`src/rtl/pixel_readout_ctrl_if.sv`:
```
// Pixel readout stream: one captured pixel word per handshake,
// tagged with its pixel index.
interface pixel_readout_ctrl_if #(
  parameter int unsigned DW = 8,
  parameter int unsigned IW = 2
);
  logic [DW-1:0] out_data;
  logic [IW-1:0] out_idx;
  logic          out_valid;
  logic          out_ready;

  modport master (
    output out_data,
    output out_idx,
    output out_valid,
    input  out_ready
  );

  modport slave (
    input  out_data,
    input  out_idx,
    input  out_valid,
    output out_ready
  );
endinterface

```
`src/rtl/pixel_readout_ctrl.sv`:
```
// Pixel-array bus master: drives the ramp during convert, captures pixel
// values during read, then streams the frame out over valid/ready.
module pixel_readout_ctrl #(
  parameter int unsigned N_PIX    = 4,
  parameter int unsigned DW       = 8,
  parameter bit          SATURATE = 1'b1
) (
  input  logic                clk,
  input  logic                reset,
  input  logic                convert_i,
  input  logic                read_i,
  output logic [DW-1:0]       ramp_o,
  output logic                ramp_oe,
  input  logic [N_PIX*DW-1:0] pix_bus_i,
  pixel_readout_ctrl_if.master out_if,
  output logic                frame_done,
  output logic                overflow,
  output logic                protocol_err
);

  localparam int unsigned    IW       = (N_PIX > 1) ? $clog2(N_PIX) : 1;
  localparam logic [IW-1:0]  LAST_IDX = IW'(N_PIX - 1);

  typedef enum logic [1:0] {
    S_IDLE,
    S_DRAIN,
    S_DONE
  } state_t;

  state_t        r_state;
  logic [DW-1:0] r_cap [N_PIX];
  logic [DW-1:0] r_buf [N_PIX];
  logic          r_read_d;
  logic [IW-1:0] r_idx;

  logic          w_end_of_read;
  logic          w_load;
  logic [IW-1:0] w_idx_nxt;

  assign ramp_oe       = ~read_i;
  assign w_end_of_read = ~read_i & r_read_d;
  // A new frame is accepted unless one is still being drained.
  assign w_load        = w_end_of_read & (r_state != S_DRAIN);
  assign w_idx_nxt     = r_idx + 1'b1;

  always_ff @(posedge clk or posedge reset) begin
    if (reset) begin
      ramp_o <= '0;
    end else if (convert_i && !read_i) begin
      if (ramp_o == '1) begin
        ramp_o <= SATURATE ? ramp_o : '0;
      end else begin
        ramp_o <= ramp_o + 1'b1;
      end
    end else begin
      ramp_o <= '0;
    end
  end

  always_ff @(posedge clk or posedge reset) begin
    if (reset) begin
      protocol_err <= 1'b0;
    end else if (convert_i && read_i) begin
      protocol_err <= 1'b1;
    end
  end

  always_ff @(posedge clk or posedge reset) begin
    if (reset) begin
      r_read_d <= 1'b0;
      for (int unsigned k = 0; k < N_PIX; k++) begin
        r_cap[k] <= '0;
        r_buf[k] <= '0;
      end
    end else begin
      r_read_d <= read_i;
      for (int unsigned k = 0; k < N_PIX; k++) begin
        if (read_i) begin
          r_cap[k] <= pix_bus_i[k*DW +: DW];
        end
        if (w_load) begin
          r_buf[k] <= r_cap[k];
        end
      end
    end
  end

  always_ff @(posedge clk or posedge reset) begin
    if (reset) begin
      r_state          <= S_IDLE;
      r_idx            <= '0;
      out_if.out_data  <= '0;
      out_if.out_idx   <= '0;
      out_if.out_valid <= 1'b0;
      frame_done       <= 1'b0;
      overflow         <= 1'b0;
    end else begin
      frame_done <= 1'b0;
      if (w_load) begin
        // r_cap is stable on this edge (read_i is low), so word 0 comes from it directly.
        r_state          <= S_DRAIN;
        r_idx            <= '0;
        out_if.out_data  <= r_cap[0];
        out_if.out_idx   <= '0;
        out_if.out_valid <= 1'b1;
      end else begin
        case (r_state)
          S_IDLE: begin
            out_if.out_valid <= 1'b0;
          end
          S_DRAIN: begin
            if (w_end_of_read) begin
              overflow <= 1'b1;
            end
            if (out_if.out_valid && out_if.out_ready) begin
              if (r_idx == LAST_IDX) begin
                r_state          <= S_DONE;
                out_if.out_valid <= 1'b0;
                frame_done       <= 1'b1;
              end else begin
                r_idx           <= w_idx_nxt;
                out_if.out_data <= r_buf[w_idx_nxt];
                out_if.out_idx  <= w_idx_nxt;
              end
            end
          end
          S_DONE: begin
            r_state        <= S_IDLE;
            r_idx          <= '0;
            out_if.out_idx <= '0;
          end
          default: begin
            r_state          <= S_IDLE;
            out_if.out_valid <= 1'b0;
          end
        endcase
      end
    end
  end

endmodule
```
`src/flat_wrapper.sv`:
```
// flat-port wrapper written by rule: the top's interface ports become plain ports
module pixel_readout_ctrl_flat 
#(
  parameter int unsigned N_PIX    = 4,
  parameter int unsigned DW       = 8,
  parameter bit          SATURATE = 1'b1
)
  (clk, reset, convert_i, read_i, ramp_o, ramp_oe, pix_bus_i, frame_done, overflow, protocol_err, out_if_out_data, out_if_out_idx, out_if_out_valid, out_if_out_ready);
  pixel_readout_ctrl_if #(.DW(DW)) out_if_i ();
  input  logic clk;
  input  logic reset;
  input  logic convert_i;
  input  logic read_i;
  output logic [DW-1:0] ramp_o;
  output logic ramp_oe;
  input  logic [N_PIX*DW-1:0] pix_bus_i;
  output logic frame_done;
  output logic overflow;
  output logic protocol_err;
  output wire logic [$bits(out_if_i.out_data)-1:0] out_if_out_data;
  output wire logic [$bits(out_if_i.out_idx)-1:0] out_if_out_idx;
  output wire logic [$bits(out_if_i.out_valid)-1:0] out_if_out_valid;
  input wire logic [$bits(out_if_i.out_ready)-1:0] out_if_out_ready;
  assign out_if_out_data = out_if_i.out_data;
  assign out_if_out_idx = out_if_i.out_idx;
  assign out_if_out_valid = out_if_i.out_valid;
  assign out_if_i.out_ready = out_if_out_ready;
  pixel_readout_ctrl #(.N_PIX(N_PIX), .DW(DW), .SATURATE(SATURATE)) u_core (.clk(clk), .reset(reset), .convert_i(convert_i), .read_i(read_i), .ramp_o(ramp_o), .ramp_oe(ramp_oe), .pix_bus_i(pix_bus_i), .out_if(out_if_i), .frame_done(frame_done), .overflow(overflow), .protocol_err(protocol_err));
endmodule
```
`config.mk`:
```
export PLATFORM = sky130hd
export DESIGN_NAME = pixel_readout_ctrl_flat
export DESIGN_NICKNAME = d
export VERILOG_FILES = /design/src/rtl/pixel_readout_ctrl_if.sv /design/src/rtl/pixel_readout_ctrl.sv /design/src/flat_wrapper.sv
export SDC_FILE = /design/constraint.sdc
export NUM_CORES = 1
export LEC_CHECK = 0
export ABC_AREA = 1
export CORE_MARGIN = 4
export CORE_UTILIZATION = 54
export DETAILED_ROUTE_END_ITERATION = 8
export PLACE_DENSITY = 0.8
export SYNTH_ARGS = -nofsm -noshare
export SYNTH_HDL_FRONTEND = slang
export SYNTH_SLANG_ARGS = --single-unit
```
`constraint.sdc`:
```
create_clock -name clk -period 3.3 [get_ports clk]
set_input_delay 0.33 -clock clk [delete_from_list [all_inputs] [get_ports clk]]
set_output_delay 0.33 -clock clk [all_outputs]
set_load 0.05 [all_outputs]
```
==> impl_metrics.py, run 1 <==
metrics = {
    "routing": {
        "via_count": 3181,
        "drt_first_iter_violations": 139,
        "wire_per_inst_um": 12.4,
        "drt_wl_total_mm": 8.03,
        "detailedRoute.firstPassIterationCount": 5,
        "drt.antenna.violating_nets": 0,
        "drt-vias-per-instance": 4.92,
        "drc": 0,
    },
    "setup_path": {
        "r2r_start": "u_core.r_state[1]$_DFFE_PP0P_",
        "worst_setup_path_start": "u_core.r_idx[0]$_DFFE_PP0P_",
        "r2r_end": "u_core.r_buf[19]$_DFFE_PP0P_",
        "reg2reg_setup_slack_ns": 1.26,
        "timing_worst_setup_path_type": "reg2out",
        "logic_depth_of_the_worst_path_buffers_included": 2,
        "timing.critical_path.required_ns": 2.97,
        "worst-r2r-cell-count": 7,
        "critical_path.top_delay_family": "buffers and inverters",
        "crit_path_end_kind": "output port",
        "critical_path_arrival_ns": 1.76,
        "critPathLaunchType": "register",
        "crit_path_max_fanout": 20,
        "critical_path.cell_chain": "buf_4 > clkdlybuf4s50_1",
        "cp-endpoint": "out_if_out_idx[0]",
        "timing.critical_path.slowest_cell_delay_ns": 0.85,
        "worst_path_max_delay_cell": "sky130_fd_sc_hd__clkdlybuf4s50_1",
        "worst-path-buf-inv": 2,
    },
    "synth": {
        "synth_ff_type": "sky130_fd_sc_hd__dfrtp_1",
        "synthCells": 489,
        "synthesis.nets": 532,
        "yosysSeqAreaShare_pct": 55.6,
        "ys_top_cells_by_area": "sky130_fd_sc_hd__dfrtp_1 (56%), sky130_fd_sc_hd__nand2_1 (15%), sky130_fd_sc_hd__o21ai_0 (7.4%)",
        "synth_edf_count": 0,
        "syn_area_um2": 4000,
        "yosys_warnings": 0,
        "post_synthesis_xor_xnor_area_fraction_pct": 0.219,
        "synth.top_cell.area_share_pct": 55.6,
        "synth_cell_type_count": 25,
        "yosys-top-cells-count": "sky130_fd_sc_hd__nand2_1 (158), sky130_fd_sc_hd__dfrtp_1 (89), sky130_fd_sc_hd__inv_1 (77), sky130_fd_sc_hd__o21ai_0 (59), sky130_fd_sc_hd__nand3_1 (26)",
        "post_synth_and_or_nand_nor_area_fraction_pct": 22.4,
        "post_synth_fa_ha_maj_area_fraction_pct": 1.88,
        "most_instantiated_library_cell_after_synthesis": "sky130_fd_sc_hd__nand2_1",
        "most_area_hungry_cell_type_in_the_yosys_netlist": "sky130_fd_sc_hd__dfrtp_1",
        "synthArstFlopShare_pct": 100,
        "synth.ff_latch_count": 89,
        "main_combinational_cell_family_by_area_after_synthesis": "simple AND/OR/NAND/NOR gates",
        "postSynthAreaPerCell_um2": 8.19,
        "yosys-mux-area-fraction_pct": 0,
        "synth-compound-area-share_pct": 9.41,
    },
    "grt": {
        "globalRouteOverflowTotal": 0,
        "first_global_vias": 3049,
        "groute.usage.overall_pct": 20.0,
        "grt_antenna_before_repair": 0,
        "pin_count_of_the_biggest_net_entering_global_routing": 59,
        "grt_first_pass_wirelength_mm": 13.7,
    },
    "cells_and_area": {
        "fin_util_pct": 67.4,
        "nets": 585,
        "area.growth.synth_to_final_pct": 21.5,
        "post_route_cells_drive_above_1_share_pct": 6.22,
        "insertedDiodeCount": 0,
    },
    "floorplan": {
        "row_count": 31,
        "start_util_pct": 55.5,
        "fp.coreArea_um2": 7210,
        "chipHeight_um": 94.1,
        "die_width_um": 94.1,
        "dieArea_um2": 8850,
        "io-pin-count": 60,
    },
    "cts": {
        "cts_num_sinks": 89,
        "h_tree_depth": 3,
        "cts_tree": "built",
        "cts_inserted_buffers": 9,
        "postCtsHoldBufs": 0,
        "clock_path_buffers": 2,
        "post-cts-setup-buffers": 0,
        "clk_latency_ns": 0.36,
        "cts.repair.resized": 0,
        "cts.reportedPaths.clkPinSlew_ns": 0.09,
        "clock_tree.root_cell": "sky130_fd_sc_hd__clkbuf_8",
    },
    "timing": {
        "rsz0062_at_grt": "false",
        "maxSlewHeadroom_pct": 45.7,
        "final_hold_violating_endpoints": 0,
        "slew_worst_pin_ns": 0.814,
        "total_negative_slack_for_setup_checks_ns": 0,
        "clock-skew-final_ns": 0.0116,
        "worst_slack_ns": 1.21,
        "timing.final.crit_share_pct": 63.3,
        "finalSetupViolations": 0,
        "final_max_slew_viol_count": 0,
        "fin_crit_ns": 2.09,
        "fmax_mhz": 479,
        "worst_hold_slack_ns": 0.373,
    },
    "placed_design": {
        "port-buffer-count": 59,
        "place_worst_setup_slack_ns": 1.29,
        "dp.final_hpwl_mm": 5.73,
        "place.gp.congestion": 0.871,
    },
    "power": {
        "finalPower_mw": 3.83,
        "vdd_ir_drop_max_mv": 0.306,
        "power.density_nw_per_um2": 788,
        "power_leakage_nw": 2.50,
    },
    "hold_path": {
        "hold_class": "in2reg",
    },
    "flow_run": {
        "maxCapViolations": 0,
    },
    "outcome": {
        "run_status": "finished clean",
    },
}
-- power breakdown --
| part | internal (mW) | leakage, nW | switching [mW] | total (mW) |
|---|---|---|---|---|
| Sequential | 1.38 | 1.10 | 0.147 | 1.53 |
| Clock | 0.395 | 0.102 | 0.386 | 0.781 |
| Combinational | 0.517 | 1.30 | 1.00 | 1.52 |
-- tightest hold or removal path: stages --
cell and delay [ns]:
sky130_fd_sc_hd__buf_2 0.11, sky130_fd_sc_hd__inv_2 0.13, sky130_fd_sc_hd__nand2_1 0.09, sky130_fd_sc_hd__nand2_1 0.04
-- cell families (layout without fill, tap and decap cells) --
family                   after synthesis  after routing
XOR/XNOR                               1              1
flip-flops                            89             89
adder cells (fa/ha/maj)                6              6
AO/OA/AOI/OAI                         72             72
AND/OR/NAND/NOR                      217            217
buffers and inverters                104            162
-- flip-flops by register name (all words and copies together) (netlist names) --
signal                   count
u_core.frame_done            1
u_core.out_if.out_data       8
u_core.out_if.out_valid      1
u_core.overflow              1
u_core.protocol_err          1
u_core.r_buf                32
u_core.r_cap                32
u_core.r_idx                 2
u_core.r_read_d              1
u_core.r_state               2
u_core.ramp_o                8
-- per-stage QoR --
stage	area, um^2	std cells
finish	4860	646
detailed placement	4650	630
global placement	4650	630
global route	4860	646
floorplan	4000	489
CTS	4860	646
-- cell type report --
class	instances	area, um^2
fill	597	2350
clock buffer	11	151
inverter	83	313
sequential	89	2230
clock inverter	5	62.6
tap	99	124
timing repair buffer	63	628
multi-input combinational	296	1360
-- layer usage --
metal	vias up	global-route usage, %	wire, um
met1	1472	25.7	3570
met4	0	8.78	218
met2	77	32.5	3850
met3	18	4.65	386
li1	1614	-	-
met5	-	0	0
-- worst min path at each step --
stage	cells past startpoint	startpoint	endpoint	slack (ns)
finish	4	read_i	u_core.r_cap[31]$_DFFE_PP0P_	0.37
global route	4	read_i	u_core.r_cap[31]$_DFFE_PP0P_	0.40
CTS	4	read_i	u_core.r_cap[31]$_DFFE_PP0P_	0.37
detailed placement	1	u_core.overflow$_DFFE_PP0P_	u_core.overflow$_DFFE_PP0P_	0.47
global placement	1	u_core.protocol_err$_DFFE_PP0P_	u_core.protocol_err$_DFFE_PP0P_	0.46
floorplan	0	read_i	u_core.r_read_d$_DFF_PP0_	0.36
-- placed cells by master, fill, tap and decap left out --
cell type,n
sky130_fd_sc_hd__nand2_4,1
sky130_fd_sc_hd__buf_12,1
sky130_fd_sc_hd__dfrtp_1,89
sky130_fd_sc_hd__a21oi_1,8
sky130_fd_sc_hd__nand3_1,26
sky130_fd_sc_hd__or2_2,1
sky130_fd_sc_hd__clkinv_1,1
sky130_fd_sc_hd__nand3_2,1
sky130_fd_sc_hd__clkinv_2,1
sky130_fd_sc_hd__nor2_1,16
sky130_fd_sc_hd__a21oi_2,2
sky130_fd_sc_hd__o21bai_1,1
sky130_fd_sc_hd__nor2_2,1
sky130_fd_sc_hd__inv_2,5
sky130_fd_sc_hd__xor2_1,1
sky130_fd_sc_hd__nand4_1,11
sky130_fd_sc_hd__buf_4,3
sky130_fd_sc_hd__o31ai_1,1
sky130_fd_sc_hd__inv_6,1
sky130_fd_sc_hd__a31o_2,1
sky130_fd_sc_hd__ha_1,6
sky130_fd_sc_hd__clkinvlp_4,2
sky130_fd_sc_hd__bufinv_16,1
sky130_fd_sc_hd__inv_1,76
sky130_fd_sc_hd__clkdlybuf4s50_1,58
sky130_fd_sc_hd__clkbuf_8,11
sky130_fd_sc_hd__nor3_1,2
sky130_fd_sc_hd__nand2_1,158
sky130_fd_sc_hd__o21ai_0,59
sky130_fd_sc_hd__clkinv_4,1
sky130_fd_sc_hd__buf_2,1
(Power assumes the default switching activity.)
==> inputs of run 2 (changes only) <==
clock period = 2.11 ns   (was 3.3 ns; I/O delays follow)
==> impl_metrics.py, run 2 (synthesis gave the netlist of run 1 again) <==
metrics = {
    "routing": {
        "drt_first_iter_violations": 196,
        "drc": 0,
        "drt_wl_total_mm": 8.03,
        "via_count": 3154,
        "detailedRoute.firstPassIterationCount": 5,
        "drt.antenna.violating_nets": 0,
        "wire_per_inst_um": 12.4,
        "drt-vias-per-instance": 4.88,
    },
    "cts": {
        "postCtsHoldBufs": 0,
        "clk_latency_ns": 0.35,
        "cts_tree": "built",
        "cts_num_sinks": 89,
        "post-cts-setup-buffers": 0,
        "h_tree_depth": 3,
        "cts.repair.resized": 0,
        "clock_tree.root_cell": "sky130_fd_sc_hd__clkbuf_8",
        "cts.reportedPaths.clkPinSlew_ns": 0.08,
        "cts_inserted_buffers": 9,
        "clock_path_buffers": 2,
    },
    "placed_design": {
        "dp.final_hpwl_mm": 5.95,
        "placed_area_um2": 4670,
        "port-buffer-count": 59,
        "place.gp.congestion": 0.895,
        "place_inst": 633,
    },
    "cells_and_area": {
        "final.fill_count": 607,
        "most_frequent_standard_cell_in_the_layout_excluding_fill_and_tap_cells": "sky130_fd_sc_hd__nand2_1",
        "area_used_by_sequential_logic_in_the_layout_um2": 2230,
        "area.growth.synth_to_final_pct": 20.9,
        "design_area_um2": 4840,
        "reg_top3": "u_core.r_buf (32), u_core.r_cap (32)",
        "fin_util_pct": 67.1,
        "fin_cells": 646,
        "multiInputGateArea_um2": 1360,
        "layout.cells.most_common_list": "sky130_fd_sc_hd__nand2_1 (158), sky130_fd_sc_hd__dfrtp_1 (89), sky130_fd_sc_hd__inv_1 (76), sky130_fd_sc_hd__o21ai_0 (59), sky130_fd_sc_hd__clkdlybuf4s50_1 (56)",
        "nets": 588,
        "post_route_cells_drive_above_1_share_pct": 6.58,
        "insertedDiodeCount": 0,
    },
    "setup_path": {
        "crit_path_max_fanout": 6,
        "crit_path_end_kind": "output port",
        "critical_path.top_delay_family": "buffers and inverters",
        "timing_worst_setup_path_type": "reg2out",
        "worst-r2r-cell-count": 7,
        "timing.critical_path.slowest_cell_delay_ns": 0.84,
        "reg2reg_setup_slack_ns": 0.40,
        "timing.critical_path.required_ns": 1.90,
        "worst-path-buf-inv": 1,
        "critPathLaunchType": "register",
        "critical_path_arrival_ns": 1.64,
        "r2r_start": "u_core.r_state[1]$_DFFE_PP0P_",
        "worst_path_max_delay_cell": "sky130_fd_sc_hd__clkdlybuf4s50_1",
        "r2r_end": "u_core.out_if.out_data[1]$_DFFE_PP0P_",
        "critical_path.cell_chain": "clkdlybuf4s50_1",
    },
    "hold_path": {
        "hold_class": "in2async",
    },
    "timing": {
        "maxSlewHeadroom_pct": 65.5,
        "slew_worst_pin_ns": 0.516,
        "total_negative_slack_for_setup_checks_ns": 0,
        "fmax_mhz": 541,
        "final_hold_violating_endpoints": 0,
        "timing.final.crit_share_pct": 87.6,
        "clock-skew-final_ns": 0.0100,
        "finalSetupViolations": 0,
        "fin_crit_ns": 1.85,
        "final_max_slew_viol_count": 0,
        "rsz0062_at_grt": "false",
        "worst_hold_slack_ns": 0.137,
    },
    "power": {
        "netSwitchingPower_mw": 2.36,
        "netSwitchingFraction_pct": 40.2,
        "power.share.combinational_pct": 40.9,
        "clockPowerShare_pct": 18.3,
        "vdd_ir_drop_max_mv": 0.432,
        "power.density_nw_per_um2": 1210,
        "cellInternalPower_mw": 3.52,
        "power_leakage_nw": 2.50,
        "pwr-share-seq_pct": 40.8,
    },
    "floorplan": {
        "dieArea_um2": 8850,
        "fp.coreArea_um2": 7210,
        "chipHeight_um": 94.1,
        "row_count": 31,
        "die_width_um": 94.1,
        "start_util_pct": 55.5,
        "io-pin-count": 60,
    },
    "grt": {
        "pin_count_of_the_biggest_net_entering_global_routing": 63,
        "groute.usage.overall_pct": 19.7,
        "grt_antenna_before_repair": 0,
        "first_global_vias": 3057,
        "globalRouteOverflowTotal": 0,
        "grt_first_pass_wirelength_mm": 13.7,
    },
    "flow_run": {
        "maxCapViolations": 0,
    },
    "outcome": {
        "run_status": "finished clean",
    },
}
## run 2: changes by cell type in the layout (fill, tap and decap cells not counted)
cell / previous run / this run
sky130_fd_sc_hd__inv_6: 1 / 0
sky130_fd_sc_hd__clkinv_2: 1 / 2
sky130_fd_sc_hd__clkbuf_8: 11 / 9
sky130_fd_sc_hd__clkinv_4: 1 / 0
sky130_fd_sc_hd__buf_4: 3 / 8
sky130_fd_sc_hd__clkdlybuf4s50_1: 58 / 56
## run 2: final cells by class
type	instances	share of cell area, %
Tap cell	99	2.56
Timing Repair Buffer	66	13.3
Sequential cell	89	46.0
Multi-Input combinational cell	296	28.0
Clock inverter	4	0.982
Inverter	83	6.51
Clock buffer	9	2.56
## run 2: power by group through the flow
stage	Clock, mW	Combinational, mW	Sequential (mW)
after floorplan	0	1.36	2.76
after global placement	0	2.32	2.41
after detailed placement	0	2.39	2.43
after CTS	1.09	2.40	2.40
after global routing	1.16	2.73	2.45
final	1.07	2.41	2.40
## run 2: through the flow
step / setup slack [ns] / power (mW)
floorplan: 0.398 / 4.12
global placement: 0.542 / 4.73
detailed placement: 0.425 / 4.82
CTS: 0.259 / 5.89
global route: 0.218 / 6.34
finish: 0.261 / 5.88
## run 2: how the worst max path moves through the flow
stage,from,endpoint,slack (ns),depth (start not counted)
floorplan,u_core.r_idx[0]$_DFFE_PP0P_,u_core.out_if.out_data[0]$_DFFE_PP0P_,0.40,7
global placement,u_core.r_state[1]$_DFFE_PP0P_,u_core.out_if.out_data[2]$_DFFE_PP0P_,0.54,7
detailed placement,u_core.r_state[1]$_DFFE_PP0P_,u_core.r_state[0]$_DFFE_PP0P_,0.42,6
CTS,u_core.ramp_o[5]$_DFFE_PP0P_,ramp_o[5],0.26,1
global route,u_core.ramp_o[0]$_DFFE_PP0P_,ramp_o[0],0.22,1
finish,u_core.ramp_o[5]$_DFFE_PP0P_,ramp_o[5],0.26,1
## run 2: per-layer routing
| metal | routed length [um] | track usage, % | vias up |
|---|---|---|---|
| li1 | - | - | 1617 |
| met1 | 3610 | 26.4 | 1451 |
| met2 | 3820 | 31.0 | 70 |
| met3 | 414 | 4.73 | 16 |
| met4 | 183 | 7.70 | 0 |
| met5 | 0 | 0 | - |
==> inputs of run 3 (changes only) <==
CORE_MARGIN = 2   (was 4)
SLEW_MARGIN = 25   (was unset)
==> impl_metrics.py, run 3 (synthesis gave the netlist of run 1 again) <==
metrics = {
    "outcome": {
        "run_status": "finished clean",
    },
    "timing": {
        "slew_worst_pin_ns": 0.504,
        "maxSlewHeadroom_pct": 66.3,
        "fin_crit_ns": 1.87,
        "final_max_slew_viol_count": 0,
        "clock-skew-final_ns": 0.00963,
        "timing.final.crit_share_pct": 88.5,
        "rsz0062_at_grt": "false",
        "finalSetupViolations": 0,
        "worst_slack_ns": 0.242,
        "total_negative_slack_for_setup_checks_ns": 0,
        "fmax_mhz": 535,
        "final_hold_violating_endpoints": 0,
    },
    "power": {
        "cellInternalPower_mw": 3.69,
        "netSwitchingPower_mw": 2.35,
        "power.density_nw_per_um2": 1240,
        "power_leakage_nw": 2.51,
        "clockPowerShare_pct": 20.5,
        "power.share.combinational_pct": 39.7,
        "pwr-share-seq_pct": 39.8,
        "netSwitchingFraction_pct": 38.9,
        "vdd_ir_drop_max_mv": 0.457,
    },
    "cells_and_area": {
        "area.growth.synth_to_final_pct": 21.8,
        "most_frequent_standard_cell_in_the_layout_excluding_fill_and_tap_cells": "sky130_fd_sc_hd__nand2_1",
        "nets": 587,
        "fin_util_pct": 67.6,
        "reg_top3": "u_core.r_buf (32), u_core.r_cap (32)",
        "layout.cells.most_common_list": "sky130_fd_sc_hd__nand2_1 (158), sky130_fd_sc_hd__dfrtp_1 (89), sky130_fd_sc_hd__inv_1 (76), sky130_fd_sc_hd__o21ai_0 (59), sky130_fd_sc_hd__clkdlybuf4s50_1 (57)",
        "design_area_um2": 4870,
        "insertedDiodeCount": 0,
        "post_route_cells_drive_above_1_share_pct": 6.20,
    },
    "setup_path": {
        "crit_path_end_kind": "output port",
        "logic_depth_of_the_worst_path_buffers_included": 1,
        "worst-path-buf-inv": 1,
        "worst_path_max_delay_cell": "sky130_fd_sc_hd__clkdlybuf4s50_1",
        "reg2reg_setup_slack_ns": 0.40,
        "critPathLaunchType": "register",
        "timing.critical_path.slowest_cell_delay_ns": 0.84,
        "cp-endpoint": "ramp_o[0]",
        "r2r_start": "u_core.r_state[1]$_DFFE_PP0P_",
        "critical_path_arrival_ns": 1.66,
        "timing_worst_setup_path_type": "reg2out",
        "worst-r2r-cell-count": 7,
        "critical_path.top_delay_family": "buffers and inverters",
        "timing.critical_path.required_ns": 1.90,
        "crit_path_max_fanout": 6,
        "worst_setup_path_start": "u_core.ramp_o[0]$_DFFE_PP0P_",
        "r2r_end": "u_core.r_buf[14]$_DFFE_PP0P_",
        "critical_path.cell_chain": "clkdlybuf4s50_1",
    },
    "routing": {
        "drt.antenna.violating_nets": 0,
        "via_count": 3148,
        "detailedRoute.firstPassIterationCount": 5,
        "drt-vias-per-instance": 4.87,
        "drt_wl_total_mm": 7.76,
        "wire_per_inst_um": 12.0,
        "drt_first_iter_violations": 222,
        "drc": 0,
    },
    "cts": {
        "postCtsHoldBufs": 0,
        "clk_latency_ns": 0.35,
        "cts_tree": "built",
        "h_tree_depth": 3,
        "cts.reportedPaths.clkPinSlew_ns": 0.08,
        "cts_num_sinks": 89,
        "cts_inserted_buffers": 9,
        "cts.repair.resized": 0,
        "post-cts-setup-buffers": 0,
        "clock_tree.root_cell": "sky130_fd_sc_hd__clkbuf_8",
        "clock_path_buffers": 2,
    },
    "floorplan": {
        "die_width_um": 90.1,
        "dieArea_um2": 8120,
        "io-pin-count": 60,
        "row_count": 31,
        "start_util_pct": 55.5,
        "fp.coreArea_um2": 7210,
        "chipHeight_um": 90.1,
    },
    "hold_path": {
        "hold_class": "in2async",
    },
    "flow_run": {
        "maxCapViolations": 0,
    },
    "placed_design": {
        "port-buffer-count": 59,
        "placed_area_um2": 4660,
        "dp.final_hpwl_mm": 5.60,
        "place_worst_setup_slack_ns": 0.436,
        "place.gp.congestion": 0.838,
    },
    "grt": {
        "groute.usage.overall_pct": 21.0,
        "globalRouteOverflowTotal": 0,
        "gr-usage-met2_pct": 32.0,
        "grt_antenna_before_repair": 0,
        "top_usage_layer": "met2",
        "grtUsageMet3_pct": 4.19,
        "pin_count_of_the_biggest_net_entering_global_routing": 80,
        "grt_first_pass_wirelength_mm": 13.8,
        "first_global_vias": 3058,
        "gr_util_met1_pct": 29.1,
    },
}
run 3: changes by cell type in the layout (fill, tap and decap cells not counted):
cell,change
sky130_fd_sc_hd__buf_4,-2
sky130_fd_sc_hd__clkinvlp_4,-1
sky130_fd_sc_hd__clkinv_2,-1
sky130_fd_sc_hd__clkbuf_8,+1
sky130_fd_sc_hd__clkbuf_1,+2
sky130_fd_sc_hd__clkdlybuf4s50_1,+1
sky130_fd_sc_hd__bufinv_16,+1
run 3: how the worst min path moves through the flow:
stage	start	to	slack [ns]
after global routing	reset	u_core.ramp_o[4]$_DFFE_PP0P_	0.16
after floorplan	read_i	u_core.r_read_d$_DFF_PP0_	0.24
final	reset	u_core.ramp_o[0]$_DFFE_PP0P_	0.15
after global placement	u_core.protocol_err$_DFFE_PP0P_	u_core.protocol_err$_DFFE_PP0P_	0.46
after CTS	reset	u_core.ramp_o[6]$_DFFE_PP0P_	0.14
after detailed placement	u_core.r_cap[30]$_DFFE_PP0P_	u_core.r_cap[30]$_DFFE_PP0P_	0.47
run 3: area by class of cell:
type / count / area [um^2]
clock buffers: 12 / 145
clock inverters: 3 / 65.1
fillers: 614 / 2340
inverters: 83 / 315
multi-input cells: 296 / 1360
flip-flops and latches: 89 / 2230
well taps: 99 / 124
repair buffers: 65 / 641
run 3: routing by layer:
layer	wire length [um]	share of wire [%]
met5	0	0
met4	186	2.4
met3	346	4.5
met2	3590	46
met1	3640	47
run 3: power groups by stage:
stage          combinational, mW  sequential, mW  clock, mW
6_report                    2.40            2.40       1.24
5_1_grt                     2.72            2.46       1.33
4_1_cts                     2.40            2.40       1.26
3_5_place_dp                2.37            2.43          0
3_3_place_gp                2.31            2.42          0
2_1_floorplan               1.36            2.76          0
run 3: metrics by stage:
step	total power [mW]	hold slack (ns)	instances
CTS	6.06	0.141	647
detailed placement	4.81	0.471	632
floorplan	4.12	0.242	489
global placement	4.73	0.460	632
finish	6.04	0.147	647
global route	6.52	0.157	647
